<file path="src/rtl/ccd_pattern_tx.sv">
// ccd_pattern_tx
// Synthetic CCD sensor transmitter. Generates the FVAL/LVAL/10-bit DATA raster
// that the sensor capture path expects, with selectable test patterns, so the
// downstream pipeline can run without a camera attached.
//
// Ports
//   iCLK         pixel clock
//   iRST         asynchronous active-low reset
//   iSTART       arms continuous frame generation (pulse or level)
//   iEND         stops generation once the current frame has completed
//   iMODE[1:0]   pattern select, latched when a frame starts
//   oDATA[9:0]   pixel data (0 whenever oLVAL is low)
//   oFVAL        frame valid
//   oLVAL        line valid
//   oX_Cont[10:0] column of the pixel on oDATA
//   oY_Cont[10:0] row of the pixel on oDATA
//   oFrame_Cont[31:0] frames started since reset
//   oBUSY        generator is not idle
//
// Every output is a flop fed from the current FSM state and counters, so all
// raster signals carry the same one-cycle latency and oDATA/oX_Cont/oY_Cont
// always describe the same pixel.
module ccd_pattern_tx #(
  parameter int H_ACTIVE = 1280,
  parameter int V_ACTIVE = 960,
  parameter int H_BLANK  = 64,
  parameter int V_BLANK  = 256,
  parameter int F2L      = 16,
  parameter int L2F      = 16,
  parameter int CW       = 16
) (
  input  logic        iCLK,
  input  logic        iRST,
  input  logic        iSTART,
  input  logic        iEND,
  input  logic [1:0]  iMODE,
  output logic [9:0]  oDATA,
  output logic        oFVAL,
  output logic        oLVAL,
  output logic [10:0] oX_Cont,
  output logic [10:0] oY_Cont,
  output logic [31:0] oFrame_Cont,
  output logic        oBUSY
);

  localparam logic [2:0] ST_IDLE   = 3'd0;
  localparam logic [2:0] ST_VBLANK = 3'd1;
  localparam logic [2:0] ST_FRONT  = 3'd2;
  localparam logic [2:0] ST_ACTIVE = 3'd3;
  localparam logic [2:0] ST_HBLANK = 3'd4;
  localparam logic [2:0] ST_BACK   = 3'd5;

  // Terminal counts: each timed state lasts (parameter) cycles.
  localparam logic [CW-1:0] VB_LAST  = CW'(V_BLANK - 1);
  localparam logic [CW-1:0] F2L_LAST = CW'(F2L - 1);
  localparam logic [CW-1:0] HB_LAST  = CW'(H_BLANK - 1);
  localparam logic [CW-1:0] L2F_LAST = CW'(L2F - 1);
  localparam logic [10:0]   X_LAST   = 11'(H_ACTIVE - 1);
  localparam logic [10:0]   Y_LAST   = 11'(V_ACTIVE - 1);

  logic [2:0]    state_q, state_d;
  logic [CW-1:0] cnt_q,   cnt_d;
  logic [10:0]   x_q,     x_d;
  logic [10:0]   y_q,     y_d;
  logic [31:0]   frame_q, frame_d;
  logic [1:0]    mode_q,  mode_d;
  logic          run_q,   run_d;

  logic          fval_st;
  logic          lval_st;
  logic [9:0]    pix;

  // Run flag: iEND has priority when both requests arrive together.
  always_comb begin
    run_d = run_q;
    if (iEND)        run_d = 1'b0;
    else if (iSTART) run_d = 1'b1;
  end

  // Raster FSM. cnt_q times the blanking/porch states; x_q counts pixels in
  // ACTIVE and y_q tracks the current line within the frame.
  always_comb begin
    state_d = state_q;
    cnt_d   = cnt_q + CW'(1);
    x_d     = 11'd0;
    y_d     = y_q;
    frame_d = frame_q;
    mode_d  = mode_q;
    case (state_q)
      ST_IDLE: begin
        cnt_d = '0;
        if (run_q) state_d = ST_VBLANK;
      end
      ST_VBLANK: begin
        if (cnt_q == VB_LAST) begin
          // Frame start: count it and freeze the pattern for its duration.
          state_d = ST_FRONT;
          cnt_d   = '0;
          y_d     = 11'd0;
          frame_d = frame_q + 32'd1;
          mode_d  = iMODE;
        end
      end
      ST_FRONT: begin
        if (cnt_q == F2L_LAST) begin
          state_d = ST_ACTIVE;
          cnt_d   = '0;
        end
      end
      ST_ACTIVE: begin
        cnt_d = '0;
        x_d   = x_q + 11'd1;
        if (x_q == X_LAST) begin
          x_d     = 11'd0;
          state_d = (y_q == Y_LAST) ? ST_BACK : ST_HBLANK;
        end
      end
      ST_HBLANK: begin
        if (cnt_q == HB_LAST) begin
          state_d = ST_ACTIVE;
          cnt_d   = '0;
          y_d     = y_q + 11'd1;
        end
      end
      ST_BACK: begin
        if (cnt_q == L2F_LAST) begin
          // Frames are only ever stopped at this boundary.
          state_d = run_q ? ST_VBLANK : ST_IDLE;
          cnt_d   = '0;
        end
      end
      default: begin
        state_d = ST_IDLE;
        cnt_d   = '0;
      end
    endcase
  end

  assign fval_st = (state_q == ST_FRONT)  || (state_q == ST_ACTIVE) ||
                   (state_q == ST_HBLANK) || (state_q == ST_BACK);
  assign lval_st = (state_q == ST_ACTIVE);

  // Pattern generator on the pixel currently addressed by the FSM.
  always_comb begin
    pix = 10'd0;
    case (mode_q)
      2'd0: pix = x_q[9:0];
      2'd1: pix = y_q[9:0];
      2'd2: pix = (x_q[5] ^ y_q[5]) ? 10'h3FF : 10'h000;
      2'd3: pix = x_q[9:0] + y_q[9:0] + frame_q[9:0];
      default: pix = 10'd0;
    endcase
  end

  always_ff @(posedge iCLK or negedge iRST) begin
    if (!iRST) begin
      state_q <= ST_IDLE;
      cnt_q   <= '0;
      x_q     <= 11'd0;
      y_q     <= 11'd0;
      frame_q <= 32'd0;
      mode_q  <= 2'd0;
      run_q   <= 1'b0;
    end else begin
      state_q <= state_d;
      cnt_q   <= cnt_d;
      x_q     <= x_d;
      y_q     <= y_d;
      frame_q <= frame_d;
      mode_q  <= mode_d;
      run_q   <= run_d;
    end
  end

  // Output register stage.
  always_ff @(posedge iCLK or negedge iRST) begin
    if (!iRST) begin
      oFVAL       <= 1'b0;
      oLVAL       <= 1'b0;
      oDATA       <= 10'd0;
      oX_Cont     <= 11'd0;
      oY_Cont     <= 11'd0;
      oFrame_Cont <= 32'd0;
      oBUSY       <= 1'b0;
    end else begin
      oFVAL       <= fval_st;
      oLVAL       <= lval_st;
      oDATA       <= lval_st ? pix : 10'd0;
      oFrame_Cont <= frame_q;
      oBUSY       <= (state_q != ST_IDLE);
      // Column holds through blanking; row holds until the frame ends.
      if (lval_st) begin
        oX_Cont <= x_q;
        oY_Cont <= y_q;
      end else if (!fval_st) begin
        oY_Cont <= 11'd0;
      end
    end
  end

endmodule

</file>
<file path="config.mk">
export PLATFORM = sky130hd
export DESIGN_NAME = ccd_pattern_tx
export DESIGN_NICKNAME = d
export VERILOG_FILES = /design/src/rtl/ccd_pattern_tx.sv
export SDC_FILE = /design/constraint.sdc
export NUM_CORES = 1
export LEC_CHECK = 0
export ABC_AREA = 1
export CORE_ASPECT_RATIO = 1.4
export CORE_UTILIZATION = 35
export CTS_BUF_LIST = sky130_fd_sc_hd__clkbuf_4 sky130_fd_sc_hd__clkbuf_8
export DETAILED_ROUTE_END_ITERATION = 6
export GPL_ROUTABILITY_DRIVEN = 0
export GPL_TIMING_DRIVEN = 0
export HOLD_SLACK_MARGIN = 0.15
export MAX_ROUTING_LAYER = met4
export PLACE_DENSITY = 0.59
export SLEW_MARGIN = 20
export SYNTH_ARGS = -nofsm -noshare
export SYNTH_HDL_FRONTEND = slang
export SYNTH_SLANG_ARGS = --single-unit
export TNS_END_PERCENT = 5
</file>
<file path="constraint.sdc">
create_clock -name iCLK -period 3.14 [get_ports iCLK]
set_input_delay 0.628 -clock iCLK [delete_from_list [all_inputs] [get_ports iCLK]]
set_output_delay 0.628 -clock iCLK [all_outputs]
set_load 0.01 [all_outputs]
</file>
==> Implementation_results.wiki, run 1 <==
{| class="wikitable"
! Metric !! Value
|-
| Share of synthesized cell area in full adder, half adder and majority cells || between 5 and 6%
|-
| Io pins || 73
|-
| Detailed-route vias per instance || 4.77
|-
| Setup crit start || frame_q[1]
|-
| Main combinational cell family by area after synthesis || simple AND/OR/NAND/NOR gates
|-
| Post-Synthesis Cells || 878
|-
| Worst-path cell with the longest stage delay || dfrtp_1
|-
| Depth of the critical timing path with buffers and inverters included || 8
|-
| Crit Path Max Fanout || 5
|-
| Area of the core region || between 20000 and 25000 sq um
|-
| Routed WL || 17900 um
|-
| Initial Utilization || 35.6%
|-
| Classification of the worst setup path || reg2reg
|-
| Endpoint kind of the worst setup timing path || flip-flop
|-
| Crit-path max cell delay || 510 ps
|-
| Net count after synthesis || slightly above 900
|-
| Kind of launch point of the worst setup path || flip-flop
|-
| Power density relative to cell area || 465 nW/um^2
|-
| Sequential element share of the synthesized area || 49.1%
|-
| Switching power of the nets || roughly 0.0013 W
|-
| Overflow left after global routing || 0
|-
| Top cell type's share of synthesized area || between 40% and 50%
|-
| Placed wire-length estimate || 13400 um
|-
| Maximum vdd ir drop || 0.176 mV
|-
| Fraction of power spent switching nets || 32.5%
|-
| Number of failing setup endpoints in the final timing report || 0
|-
| Placed Area || between 8000 and 9000 sq um
|-
| Number of distinct standard cells referenced by the synthesized netlist || 39
|-
| Combinational share of power || 18.6%
|-
| Arrival time worst endpoint || 2800 ps
|-
| Cell taking the most area after synthesis || dfrtp_1
|-
| Largest net degree at the start of global routing || 93
|-
| IO Port Bufs || between 70 and 80
|-
| Wire length of the first global-routing pass || 29600 um
|-
| Min-Delay Path Class || reg2reg
|-
| CTS tree || built
|-
| Largest delay share family, worst path || adder cells
|-
| Fmax || slightly above 400 MHz
|-
| Post-detailed-route DRC marker count || 0
|-
| Syn Std Cell Area || ~7300 sq um
|-
| Most numerous cell types in the synthesized netlist || 289 x nand2_1, 143 x dfrtp_1, 106 x nor2_1
|-
| Number of flops mapped to enable cells by yosys || 0
|-
| Post-cts sizing count || 0
|-
| Post-Synthesis Mean Instance Area || 8.30 sq um
|-
| Static power due to leakage || 4.17 nW
|-
| Launching point of the worst reg2reg path || frame_q[1]
|-
| Number of design-rule violations left by the first detailed-router iteration || 315
|-
| Mux cell area share after synthesis || 0%
|-
| Antenna diodes || 0
|-
| Worst hold path depth || 0
|-
| Minimum clock period || 2470 ps
|-
| Die span in y || 173 um
|-
| Tightest slew margin relative to the limit || 52.6%
|-
| Synth area leaders || dfrtp_1 49%, nand2_1 15%, nor2_1 5.5%
|-
| Die area || 21400 sq um
|-
| Average wire length per cell after detail routing || 14.5 um
|-
| Die width || around 120 um
|-
| Nets || 1001
|-
| Buffering stage count on the worst path with inverters included || 0
|-
| Post-synthesis async set-or-reset flop share || 100%
|-
| Number of max-slew violations in the final report || 0
|-
| Detailed Routing Iterations Pass 1 || 5
|-
| Post-Route Skew || 13.6 ps
|-
| Reported max-cap violation count || 0
|-
| Root buffer cell || clkbuf_8
|-
| Number of antenna-violating nets in the routed design || 0
|-
| Count of state elements after synthesis || 143
|-
| Compound-Gate Fraction of Synth Area || 6.06%
|-
| Outcome || finished clean
|-
| Share of cells above drive strength 1 || 7.83%
|-
| TritonCTS Buffers || 17
|-
| Filler cell count || 2105
|-
| Fraction of the core area covered by cells at the end of the flow || approximately 43%
|-
| Critical Path, Cell by Cell || fa_1 > ha_1 > fa_1 > nand3_1 > nand2_1 > or2_2 > nand3_1 > a21oi_1
|-
| Number of H-tree levels || 4
|-
| Post-synthesis xor/xnor area fraction || 4.76%
|-
| FF-to-FF setup slack || ~670 ps
|-
| Worst reg-to-reg path cell count || 8
|-
| Most used flip-flop cell after synthesis || dfrtp_1
|-
| Reg power frac || ~49%
|-
| RSZ-0062 raised after global routing || false
|-
| Transition time of the tightest slew-check pin || 708 ps
|-
| Reg clk slew, reported paths || roughly 80 ps
|-
| Synth-to-Final Area Change || 19.7%
|-
| Count of final hold-check violations || 0
|-
| Simple-gate portion of the synthesized area || 29.4%
|-
| Initial antenna violation count || 0
|-
| Part of the cycle the worst path needs || between 70% and 80%
|-
| Critical path capture point || oDATA[5]
|-
| Cell internal pwr || 0.00274 W
|-
| Worst path required time || 3470 ps
|-
| R2r endpoint || oDATA[5]
|-
| Warnings, synthesis || 0
|-
| Cell with the most instances after synthesis || nand2_1
|-
| Final standard cell area without fillers || 8720 sq um
|-
| # clock sinks || 143
|-
| Via count of the routed design || 5909
|-
| Maximum number of buffers from clock root to sink || 2
|-
| Number of global-route vias before repair || 5915
|-
| Clock latency on the worst-skew pair || 460 ps
|-
| Clock share of power || 32.6%
|-
| Global router's overall resource usage || about a fifth
|-
| Number of cell rows || 62
|}
-- cell usage in the layout (no fill, tap or decap), drive strengths merged, types with 3 or more instances in the layout --
master / count
nor2: 111
nand3b: 12
a31oi: 3
clkinv: 8
xor2: 24
clkdlybuf4s50: 71
nand2: 296
dfrtp: 143
nand3: 52
fa: 10
o21ai: 43
clkinvlp: 4
a21oi: 25
buf: 10
ha: 14
xnor2: 13
inv: 81
nand4: 10
nor3: 14
clkbuf: 28
-- power by group through the flow --
stage,sequential (W),clock [W],combinational [W]
finish,0.00198,0.00132,0.000753
CTS,0.00198,0.00136,0.000765
floorplan,0.00202,0,0.000480
global route,0.00199,0.00144,0.000845
detailed placement,0.00202,0,0.000760
global placement,0.00202,0,0.000752
-- worst min path at each step --
stage | startpoint | to | slack, ps
after global placement | frame_q[31] | oFrame_Cont[31] | 410
after CTS | frame_q[31] | oFrame_Cont[31] | 440
after global routing | frame_q[31] | oFrame_Cont[31] | 450
final | frame_q[31] | oFrame_Cont[31] | 430
after floorplan | iRST | cnt_q[0] | 330
after detailed placement | frame_q[31] | oFrame_Cont[31] | 420
-- routing by layer --
metal	wire, um	global-route usage [%]	vias up
met3	534	3.27	59
met5	0	-	-
met1	7600	21.7	2756
met4	831	10.9	0
met2	8980	30.3	127
li1	-	-	2967
-- what timing repair did --
item | in CTS | in global routing
endpoints found under the hold margin | 51 | 0
buffers inserted | 0 | 0
hold buffers | 1 | 0
-- through the flow --
stage | hold slack, ps | power, W | setup TNS (ps) | std cells | setup slack [ps]
floorplan | 332 | 0.00250 | 0 | 878 | 951
finish | 428 | 0.00406 | 0 | 1240 | 667
CTS | 439 | 0.00411 | 0 | 1240 | 612
global placement | 413 | 0.00277 | -636120 | 1206 | -4470
detailed placement | 421 | 0.00278 | 0 | 1207 | 630
global route | 451 | 0.00428 | 0 | 1240 | 496
-- layout make-up --
class	count	area, sq um	area share [%]
flip-flops and latches	143	3580	41.0
clock inverters	12	88.8	1.02
plain buffers	16	96.3	1.10
repair buffers	74	763	8.75
well taps	256	320	3.67
clock buffers	20	263	3.01
multi-input cells	638	3310	37.9
inverters	81	304	3.49
-- worst register-to-register path, cell delays in order, from the launching register on --
cell and delay (ps):
dfrtp_1 510, fa_1 490, ha_1 260, fa_1 420
nand3_1 90, nand2_1 100, or2_2 290, nand3_1 90
a21oi_1 100
-- registers in the layout, indices dropped and copies added (netlist names) --
| register | count |
|---|---|
| mode_q | 2 |
| oY_Cont | 11 |
| x_q | 11 |
| frame_q | 32 |
| y_q | 11 |
| oX_Cont | 11 |
| oDATA | 10 |
| oFVAL | 1 |
| run_q | 1 |
| oLVAL | 1 |
| oBUSY | 1 |
| cnt_q | 16 |
| oFrame_Cont | 32 |
| state_q | 3 |
-- logic make-up (layout without fill, tap and decap cells) --
logic type               after synthesis  after routing
AND/OR/NAND/NOR                      499            499
XOR/XNOR                              37             37
AO/OA/AOI/OAI                         78             78
buffers and inverters                 97            203
adder cells (fa/ha/maj)               24             24
flip-flops                           143            143
Note: power is estimated with default switching activity, not from simulation.
==> inputs of run 2 (changes only) <==
PLACE_DENSITY = 0.61   (was 0.59)
clock period = 2.17 ns   (was 3.14 ns; I/O delays follow)
==> run 2 against run 1 <==
Register-to-register slack lost 660 ps. Critical endpoint is now oDATA[9]. Critical path depth grew 1. Combinational power grew 54%. Die area is the same. First-iteration DRC count shrank 21%. Critical path type unchanged. Hold slack gained 9.9 ps. Global-route usage is essentially flat. Sequential share of layout area shrank 1.3 points. Clock-buffer cell count grew 2. Design area grew 4.1%. Highest routed layer unchanged. Via count grew 1.5%.
==> Implementation_results.wiki, run 2 (synthesis results as in run 1) <==
{| class="wikitable"
! Metric !! Value
|-
| Synth-to-Final Area Change || 24.6%
|-
| Buffering stage count on the worst path with inverters included || 0
|-
| Detailed-route vias per instance || around 4.8
|-
| Clock latency on the worst-skew pair || 470 ps
|-
| Global router's overall resource usage || between 10% and 20%
|-
| Overflow left after global routing || 0
|-
| Maximum number of buffers from clock root to sink || 2
|-
| Commonest cells after routing, fill and taps aside || 285 x nand2_1, 123 x dfrtp_1, 105 x nor2_1
|-
| Classification of the worst setup path || reg2reg
|-
| Launching point of the worst reg2reg path || y_q[1]
|-
| Crit Path Max Fanout || 5
|-
| Root buffer cell || clkbuf_8
|-
| Number of max-slew violations in the final report || 0
|-
| Detailed Routing Iterations Pass 1 || 4
|-
| Number of antenna-violating nets in the routed design || 0
|-
| Number of failing setup endpoints in the final timing report || 0
|-
| Power Total || 0.00632 W
|-
| Via count of the routed design || 5995
|-
| Worst setup margin || 2.72 ps
|-
| Final standard cell area without fillers || 9070 sq um
|-
| Number of H-tree levels || 4
|-
| IO Port Bufs || 72
|-
| Antenna diodes || 0
|-
| Share of cells above drive strength 1 || 13.5%
|-
| Maximum vdd ir drop || around 0.33 mV
|-
| Post-detailed-route DRC marker count || 0
|-
| Minimum clock period || 2170 ps
|-
| Setup crit start || y_q[1]
|-
| Tightest slew margin relative to the limit || between 50% and 60%
|-
| Post-Route Skew || approximately 17 ps
|-
| Static power due to leakage || between 4 and 5 nW
|-
| Average wire length per cell after detail routing || 14.4 um
|-
| Die area || 21400 sq um
|-
| Worst setup slack before clock tree synthesis || -241 ps
|-
| Critical Path, Cell by Cell || fa_1 > ha_2 > fa_2 > nand3_2 > nand2_4 > a21oi_1 > nand2_1 > nand3_1 > a21oi_2
|-
| Registers with the highest flip-flop counts || frame_q: 32 flops, oFrame_Cont: 32 flops, cnt_q: 16 flops
|-
| Worst path required time || 2510 ps
|-
| Number of cell rows || 62
|-
| Transition time of the tightest slew-check pin || 684 ps
|-
| Outcome || finished clean
|-
| Die span in y || 173 um
|-
| RSZ-0062 raised after global routing || true
|-
| Critical path capture point || oDATA[9]
|-
| # clock sinks || roughly 140
|-
| Endpoint kind of the worst setup timing path || flip-flop
|-
| CTS tree || built
|-
| Wire length of the first global-routing pass || 29700 um
|-
| Part of the cycle the worst path needs || around 100%
|-
| Crit-path max cell delay || between 400 and 500 ps
|-
| Largest net degree at the start of global routing || 89
|-
| Worst-path cell with the longest stage delay || fa_1
|-
| Count of final hold-check violations || 0
|-
| Die width || around 120 um
|-
| TritonCTS Buffers || 17
|-
| Arrival time worst endpoint || 2510 ps
|-
| Number of global-route vias before repair || 5976
|-
| Routed WL || 18000 um
|-
| Placed wire-length estimate || around 13000 um
|-
| Reg clk slew, reported paths || 90 ps
|-
| Count of placed standard cells including taps || ~1200
|-
| Initial Utilization || around 36%
|-
| Depth of the critical timing path with buffers and inverters included || 9
|-
| Io pins || between 70 and 80
|-
| Worst reg-to-reg path cell count || 9
|-
| Setup_tns || 0 ps
|-
| Non-filler cells in the finished layout || 1252
|-
| Largest delay share family, worst path || adder cells
|-
| Power density relative to cell area || 696 nW/um^2
|-
| FF-to-FF setup slack || 3 ps
|-
| Fmax || 461 MHz
|-
| Number of design-rule violations left by the first detailed-router iteration || between 200 and 250
|-
| Reported max-cap violation count || 0
|-
| Placed Area || 8360 sq um
|-
| Nets || 1014
|-
| Leading cell type in the layout, fill and taps excluded || nand2_1
|-
| R2r endpoint || oDATA[9]
|-
| Min-Delay Path Class || reg2reg
|-
| Initial antenna violation count || 0
|-
| Kind of launch point of the worst setup path || flip-flop
|-
| Area of the core region || 20500 sq um
|}
run 2: cell types whose count changed in the layout (fill, tap and decap cells not counted), moves of 3 or more:
cell / before / now
dfrtp_1: 143 / 123
dfrtp_2: 0 / 20
buf_4: 3 / 16
a21oi_1: 25 / 17
a21oi_2: 0 / 8
ha_1: 14 / 7
ha_4: 0 / 6
clkbuf_8: 18 / 22
nand2_1: 289 / 285
bufinv_16: 0 / 3
clkinv_4: 4 / 1
nand2_2: 3 / 6
run 2: how the worst min path moves through the flow:
stage | from | end | slack [ps] | depth (start not counted)
2_1_floorplan | iRST | cnt_q[0] | 140 | 0
3_3_place_gp | frame_q[31] | oFrame_Cont[31] | 410 | 0
3_5_place_dp | iRST | oX_Cont[5] | 400 | 1
4_1_cts | frame_q[31] | oFrame_Cont[31] | 430 | 0
5_1_grt | frame_q[31] | oFrame_Cont[31] | 450 | 0
6_report | frame_q[31] | oFrame_Cont[31] | 440 | 0
run 2: per-stage QoR:
step                      util (%)  hold WS, ps
after global placement        40.7          410
final                         44.3          438
after CTS                     43.5          434
after floorplan                  -          138
after detailed placement      40.8          396
after global routing          44.3          447
run 2: cell type report:
cell class / count / area (sq um)
clock inverters: 9 / 131
clock buffers: 22 / 303
flip-flops and latches: 143 / 3600
repair buffers: 87 / 861
plain buffers: 16 / 96.3
inverters: 81 / 304
fillers: 2043 / 11400
well taps: 256 / 320
multi-input cells: 638 / 3460
run 2: per-layer routing:
metal | part of all wire, % | track usage, % | wire length [um] | vias to the layer above
met3 | 2.9 | 2.94 | 526 | 37
met2 | 52 | 31.3 | 9350 | 106
met1 | 42 | 21.5 | 7510 | 2866
met4 | 3.6 | 9.18 | 645 | 0
li1 | - | - | - | 2986
met5 | 0 | - | 0 | -
run 2: worst reg2reg max path, cell delays in order (launching register included):
cell     delay, ps
dfrtp_2        440
fa_1           460
ha_2           200
fa_2           370
nand3_2         90
nand2_4         60
a21oi_1        180
nand2_1         80
nand3_1         90
a21oi_2         80
run 2: report_power, final:
part | total [W] | internal (W) | switching, W
Combinational | 0.00116 | 0.000389 | 0.000767
Clock | 0.00231 | 0.00128 | 0.00103
Sequential | 0.00286 | 0.00277 | 0.0000885
Total | 0.00632 | 0.00444 | 0.00188
run 2: repair_timing:
item                                   in CTS  in global routing
resized for setup                          21                 25
pin swaps                                   5                  6
endpoints found under the hold margin      55                  0
setup endpoints to repair                   9                 12
setup buffers                               6                  7
hold buffers                                1                  0
==> inputs of run 3 (changes only) <==
ABC_CLOCK_PERIOD_IN_PS = 2170   (was unset)
==> results of run 3 <==
The final DEF is identical to that of run 2; final timing and power are the same.
